===== src/rtl/bsg_demux_buffered_width_p64_els_p2_pkg.sv =====
// Shared constants and helpers for the buffered demux: sel width and per-channel buffer depth.
package bsg_demux_pkg;

    localparam int bsg_demux_buf_els_gp = 2;

    // clog2 that never returns 0, so a 1-channel build still gets a 1-bit select
    function automatic int bsg_demux_sel_width(input int els);
        return (els <= 1) ? 1 : $clog2(els);
    endfunction

endpackage


===== src/rtl/bsg_demux_buffered_width_p64_els_p2_if.sv =====
// Producer/consumer bundle of the buffered demux; master drives stimulus, slave is the demux.
interface bsg_demux_buffered_width_p64_els_p2_if
    import bsg_demux_pkg::*;
#(
    parameter int width_p = 64,
    parameter int els_p   = 2
);

    localparam int sel_width_lp = bsg_demux_sel_width(els_p);

    logic                      v_i;
    logic [width_p-1:0]        data_i;
    logic [sel_width_lp-1:0]   sel_i;
    logic                      ready_o;
    logic [els_p-1:0]          v_o;
    logic [els_p*width_p-1:0]  data_o;
    logic [els_p-1:0]          yumi_i;
    logic                      err_o;

    modport master (
        output v_i, data_i, sel_i, yumi_i,
        input  ready_o, v_o, data_o, err_o
    );

    modport slave (
        input  v_i, data_i, sel_i, yumi_i,
        output ready_o, v_o, data_o, err_o
    );

endinterface


===== src/rtl/bsg_demux_buffered_width_p64_els_p2_two_fifo.sv =====
// Two-entry ready/valid FIFO with pointer-based head/tail and registered full/empty flags.
module bsg_demux_two_fifo
    import bsg_demux_pkg::*;
#(
    parameter int width_p = 64
)
(
    input  logic               clk_i,
    input  logic               reset_n_i,
    input  logic               enq_i,
    input  logic [width_p-1:0] data_i,
    input  logic               deq_i,
    output logic               v_o,
    output logic [width_p-1:0] data_o,
    output logic               full_o
);

    localparam int ptr_w_lp = $clog2(bsg_demux_buf_els_gp);

    logic [width_p-1:0]  mem_p0 [bsg_demux_buf_els_gp];
    logic [ptr_w_lp-1:0] wptr_r, rptr_r;
    logic                full_r, empty_r;
    logic                do_enq, do_deq;

    // Caller guarantees no enqueue while full; dequeue is masked to a valid head
    assign do_enq = enq_i & ~full_r;
    assign do_deq = deq_i & ~empty_r;

    always_ff @(posedge clk_i) begin
        if (!reset_n_i) begin
            wptr_r  <= '0;
            rptr_r  <= '0;
            full_r  <= 1'b0;
            empty_r <= 1'b1;
        end else begin
            if (do_enq) wptr_r <= wptr_r + 1'b1;
            if (do_deq) rptr_r <= rptr_r + 1'b1;
            if (do_enq && !do_deq) begin
                empty_r <= 1'b0;
                full_r  <= ((wptr_r + 1'b1) == rptr_r);
            end else if (do_deq && !do_enq) begin
                full_r  <= 1'b0;
                empty_r <= ((rptr_r + 1'b1) == wptr_r);
            end
        end
    end

    always_ff @(posedge clk_i) begin
        if (do_enq) mem_p0[wptr_r] <= data_i;
    end

    // Storage is not reset, so an empty buffer presents zero instead of stale/unknown data
    assign v_o    = ~empty_r;
    assign data_o = empty_r ? '0 : mem_p0[rptr_r];
    assign full_o = full_r;

endmodule


===== src/rtl/bsg_demux_buffered_width_p64_els_p2.sv =====
// Buffered 1:N demux: steers a ready/valid word stream to one of els_p independently buffered channels.
module bsg_demux_buffered_width_p64_els_p2
    import bsg_demux_pkg::*;
#(
    parameter int width_p     = 64,
    parameter int els_p       = 2,
    parameter bit assert_en_p = 1'b1
)
(
    input  logic clk_i,
    input  logic reset_n_i,
    bsg_demux_buffered_width_p64_els_p2_if.slave io
);

    localparam int sel_width_lp = bsg_demux_sel_width(els_p);
    localparam int sel_span_lp  = 1 << sel_width_lp;

    logic [els_p-1:0]       full, vld_p1, enq, deq, illegal_yumi;
    logic [sel_span_lp-1:0] full_span;
    logic                   sel_in_range;
    logic                   ready;
    logic                   err_r;

    // Unused select codes look permanently full so ready_o stays low for them
    always_comb begin
        full_span              = '1;
        full_span[els_p-1:0]   = full;
    end

    assign sel_in_range = (32'(io.sel_i) < els_p);
    assign ready        = reset_n_i & sel_in_range & ~full_span[io.sel_i];
    assign io.ready_o   = ready;

    assign io.v_o          = vld_p1 & {els_p{reset_n_i}};
    assign deq             = io.yumi_i & io.v_o;
    assign illegal_yumi    = io.yumi_i & ~io.v_o;

    for (genvar k = 0; k < els_p; k++) begin : g_ch
        assign enq[k] = io.v_i & ready & (io.sel_i == sel_width_lp'(k));

        bsg_demux_two_fifo #(.width_p(width_p)) u_fifo (
            .clk_i     (clk_i),
            .reset_n_i (reset_n_i),
            .enq_i     (enq[k]),
            .data_i    (io.data_i),
            .deq_i     (deq[k]),
            .v_o       (vld_p1[k]),
            .data_o    (io.data_o[k*width_p +: width_p]),
            .full_o    (full[k])
        );
    end

    // Sticky error: an unroutable word was offered or a consumer popped an empty channel
    always_ff @(posedge clk_i) begin
        if (!reset_n_i) begin
            err_r <= 1'b0;
        end else if ((io.v_i & ~sel_in_range) | (|illegal_yumi)) begin
            err_r <= 1'b1;
        end
    end

    assign io.err_o = err_r;

    always_ff @(posedge clk_i) begin
        if (assert_en_p && reset_n_i) begin
            assert (illegal_yumi == '0);
        end
    end

endmodule


===== src/flat_wrapper.sv =====
// flat-port wrapper written by rule: the top's interface ports become plain ports
module bsg_demux_buffered_width_p64_els_p2_flat import bsg_demux_pkg::*;
#(
    parameter int width_p     = 64,
    parameter int els_p       = 2,
    parameter bit assert_en_p = 1'b1
)
  (clk_i, reset_n_i, io_v_i, io_data_i, io_sel_i, io_yumi_i, io_ready_o, io_v_o, io_data_o, io_err_o);
  bsg_demux_buffered_width_p64_els_p2_if #(.width_p(width_p), .els_p(els_p)) io_i ();
  input  logic clk_i;
  input  logic reset_n_i;
  input wire logic [$bits(io_i.v_i)-1:0] io_v_i;
  input wire logic [$bits(io_i.data_i)-1:0] io_data_i;
  input wire logic [$bits(io_i.sel_i)-1:0] io_sel_i;
  input wire logic [$bits(io_i.yumi_i)-1:0] io_yumi_i;
  output wire logic [$bits(io_i.ready_o)-1:0] io_ready_o;
  output wire logic [$bits(io_i.v_o)-1:0] io_v_o;
  output wire logic [$bits(io_i.data_o)-1:0] io_data_o;
  output wire logic [$bits(io_i.err_o)-1:0] io_err_o;
  assign io_i.v_i = io_v_i;
  assign io_i.data_i = io_data_i;
  assign io_i.sel_i = io_sel_i;
  assign io_i.yumi_i = io_yumi_i;
  assign io_ready_o = io_i.ready_o;
  assign io_v_o = io_i.v_o;
  assign io_data_o = io_i.data_o;
  assign io_err_o = io_i.err_o;
  bsg_demux_buffered_width_p64_els_p2 #(.width_p(width_p), .els_p(els_p), .assert_en_p(assert_en_p)) u_core (.clk_i(clk_i), .reset_n_i(reset_n_i), .io(io_i));
endmodule

===== config.mk =====
export PLATFORM = sky130hd
export DESIGN_NAME = bsg_demux_buffered_width_p64_els_p2_flat
export DESIGN_NICKNAME = d
export VERILOG_FILES = /design/src/rtl/bsg_demux_buffered_width_p64_els_p2_pkg.sv /design/src/rtl/bsg_demux_buffered_width_p64_els_p2_if.sv /design/src/rtl/bsg_demux_buffered_width_p64_els_p2_two_fifo.sv /design/src/rtl/bsg_demux_buffered_width_p64_els_p2.sv /design/src/flat_wrapper.sv
export SDC_FILE = /design/constraint.sdc
export NUM_CORES = 1
export LEC_CHECK = 0
export ABC_AREA = 1
export CAP_MARGIN = 20
export CORE_MARGIN = 1.5
export CORE_UTILIZATION = 47
export CTS_BUF_LIST = sky130_fd_sc_hd__clkbuf_8 sky130_fd_sc_hd__clkbuf_16
export DETAILED_ROUTE_END_ITERATION = 8
export GPL_TIMING_DRIVEN = 1
export PLACE_DENSITY = 0.79
export RECOVER_POWER = 100
export SETUP_SLACK_MARGIN = 0.1
export SLEW_MARGIN = 40
export SYNTH_ARGS = -nofsm -noshare
export SYNTH_HDL_FRONTEND = slang
export SYNTH_SLANG_ARGS = --single-unit

===== constraint.sdc =====
create_clock -name clk_i -period 4.2 [get_ports clk_i]
set_clock_uncertainty 0.15 [all_clocks]
set_input_delay 0.63 -clock clk_i [delete_from_list [all_inputs] [get_ports clk_i]]
set_output_delay 0.63 -clock clk_i [all_outputs]
set_load 0.05 [all_outputs]

==> results.toml <==
[logic_synthesis]
synth_top_area_share = 0.751
yosys_warnings = 0
yosysUniqueCellTypes = 24
synth_common_cells = "nor2_1 (269), edfxtp_1 (256), o21ai_0 (102), o21ai_1 (29), buf_6 (22)"
synth_seq_area_share = 0.772
async_flop_share = 0
synth_area_um2 = 10200
synth_edf_count = 256
avgSynthCellArea_um2 = 13.6
syn_nets = 827
ys_top_cells_by_area = "edfxtp_1 (75%), nor2_1 (9.9%), o21ai_0 (5.0%), buf_6 (2.4%), dfxtp_1 (2.2%)"
synth-seq-cells = 267
synthFlopType = "edfxtp_1"
yosys.cell_count.top_type = "nor2_1"
synth_top_cell_by_area = "edfxtp_1"
syn_inst = 755

[power]
ir_drop_mv = 0.290
powerDensity_nw_per_um2 = 456
leakage_nw = 5.10

[place]
gp_congestion = 0.716
portBuffers = 201
hpwl_um = 13000

[sta]
tightest_slew_ps = 1750
slew_headroom = -0.169
rsz0062_at_grt = "false"
setup_tns_ps = 0
period_minus_slack_ps = 3790
fmax_mhz = 264
setup_viol = 0
hold_viol = 0
fin_crit_sh = 0.902
hold_ws_ps = 333
finalMaxSlewViolations = 184

[job]
cap_violations = 4

[global_routing]
grt_pass1_wl_um = 34100
grtUsageMet3 = 0.0394
grt_pass1_vias = 6481
grt_use_met2 = 0.340
grt_max_degree = 66
grt_overflow = 0
use_met1 = 0.258
top_usage_layer = "met2"
track_usage = 0.197
antenna_found_initial = 1

[setup_path]
ff2ff_path_depth = 4
crit_path_start_kind = "flop"
worstPathCellList = "buf_4 > o21ai_0 > nor2_1 > dlygate4sd3_1"
reg2reg_to = "u_core.g_ch[0].u_fifo.mem_p0[1][27]$_DFFE_PP_"
r2r-start = "u_core.g_ch[0].u_fifo.full_o$_SDFFE_PN0P_"
max_stage_delay_ps = 880
reg2reg_slack_ps = 1480
cp_data_required_time_ps = 3420
crit_fanout = 35
endpoint = "io_data_o[42]"
endpoint_kind = "primary output"
worstPathArrival_ps = 3010
critical_path_class = "reg -> out"
worst_path_max_delay_cell = "dlygate4sd3_1"

[clocking]
cts.path.max_buffers = 3
clock_latency_ps = 510
clk_pin_slew_ps = 60
post_cts_resized = 0
post_cts.repair.setup_buffers = 0
htree_levels = 1
clock-root-buffer = "clkbuf_16"
tritoncts = "built"
numCtsBuffers = 26
postCtsHoldBufs = 0
clock_sinks = 267

[run_status]
outcome = "finished with violations"
violations = "capacitance limit, slew limit"

[cells_and_area]
drive_above_1_share = 0.0637
nFillCells = 1580
final_nets = 1025
seqCellArea_um2 = 7910
syn_to_final_growth_pct = 29.3
multiInputGateArea_um2 = 1880

[floorplanning]
fp.coreArea_um2 = 21200
die_x_um = 151
fp-row-count = 53
fp.dieH_um = 151
io_pins = 202
dieArea_um2 = 22700
start_util = 0.483

[hold_path]
hp-class = "reg -> reg"
holdPathStages = 2

[detailed_routing]
drt-vias-per-instance = 5.10
drt_pass1_iterations = 4
wirelength_um = 22400
ant_nets = 0
wl_per_cell_um = 17.9
drcViolationCount = 0
drtIter0Drc = 423
num_vias = 6385
metal layers:
| layer | vias to the layer above | part of all wire | wire (um) |
|---|---|---|---|
| met5 | - | 0 | 0 |
| met4 | 0 | 0.0089 | 199 |
| met3 | 17 | 0.077 | 1720 |
| met2 | 225 | 0.50 | 11100 |
| met1 | 3094 | 0.42 | 9330 |
| li1 | 3049 | - | - |
worst max-delay path, delay by kind of cell, from the launching register on:
kind | cells | cell delay (ps)
buffers and inverters | 2 | 1340
DFF | 1 | 790
AOI/OAI and AO/OA | 1 | 170
and+or+nand+nor | 1 | 150
final cells by class:
| cell class | count | share of cell area |
|---|---|---|
| tap | 275 | 0.0260 |
| inverter | 19 | 0.00595 |
| antenna | 3 | 0.000567 |
| clock buffer | 27 | 0.0510 |
| multi-input combinational | 428 | 0.142 |
| clock inverter | 21 | 0.0193 |
| sequential | 267 | 0.597 |
| timing repair buffer | 211 | 0.158 |
state kept, by name, indices dropped and copies added (netlist names), named ones only:
signal                      cells
u_core.g_ch.u_fifo.mem_p0     256
u_core.g_ch.u_fifo.empty_r      2
u_core.g_ch.u_fifo.full_o       2
u_core.g_ch.u_fifo.rptr_r       2
u_core.g_ch.u_fifo.wptr_r       2
u_core.io.err_o                 1
kinds of logic after synthesis:
logic type	count (synthesis)	share of synthesized area
xor+xnor	4	0.00342
compound gates	138	0.0682
flops	267	0.772
buf+inv	60	0.0446
simple gates	284	0.109
fa+ha+maj	2	0.00244
metrics by stage:
step,util,instance area (um^2),std cells,setup WS [ps],total power [mW]
6_report,0.624,13200,1251,412,6.04
5_1_grt,0.624,13200,1249,211,6.23
4_1_cts,0.627,13300,1248,407,6.13
2_1_floorplan,-,10200,755,-21.1,3.42
3_5_place_dp,0.583,12400,1200,809,3.66
3_3_place_gp,0.583,12400,1200,837,3.65
placed cells by master, fill, tap and decap left out, types with 4 or more instances in the layout:
cell             synthesis  routed
nor2_1                 269     266
edfxtp_1               256     256
dlygate4sd3_1            0     192
o21ai_0                102     103
o21ai_1                 29      28
clkbuf_16                0      27
inv_1                   14      15
nand2_1                  9       9
clkdlybuf4s50_1          0       9
dfxtp_1                 11       9
clkinv_1                 0       6
bufinv_16                0       6
clkinv_2                 0       5
a21oi_1                  4       4
clkbuf_2                 0       4
how the worst min path moves through the flow:
stage,start,end,slack [ps]
2_1_floorplan,u_core.g_ch[1].u_fifo.empty_r$_SDFFE_PN1P_,u_core.g_ch[1].u_fifo.empty_r$_SDFFE_PN1P_,310
4_1_cts,u_core.io.err_o$_SDFFE_PN0P_,u_core.io.err_o$_SDFFE_PN0P_,330
3_5_place_dp,u_core.io.err_o$_SDFFE_PN0P_,u_core.io.err_o$_SDFFE_PN0P_,310
3_3_place_gp,u_core.io.err_o$_SDFFE_PN0P_,u_core.io.err_o$_SDFFE_PN0P_,300
5_1_grt,u_core.io.err_o$_SDFFE_PN0P_,u_core.io.err_o$_SDFFE_PN0P_,370
6_report,u_core.io.err_o$_SDFFE_PN0P_,u_core.io.err_o$_SDFFE_PN0P_,330
power by group:
| part | internal [mW] | leakage [nW] | total (mW) | switching (mW) |
|---|---|---|---|---|
| Combinational | 0.159 | 2.23 | 0.564 | 0.405 |
| Sequential | 2.98 | 2.41 | 3.00 | 0.0208 |
| Clock | 1.53 | 0.460 | 2.48 | 0.945 |
| Total | 4.67 | 5.10 | 6.04 | 1.37 |
(Power assumes the default switching activity.)
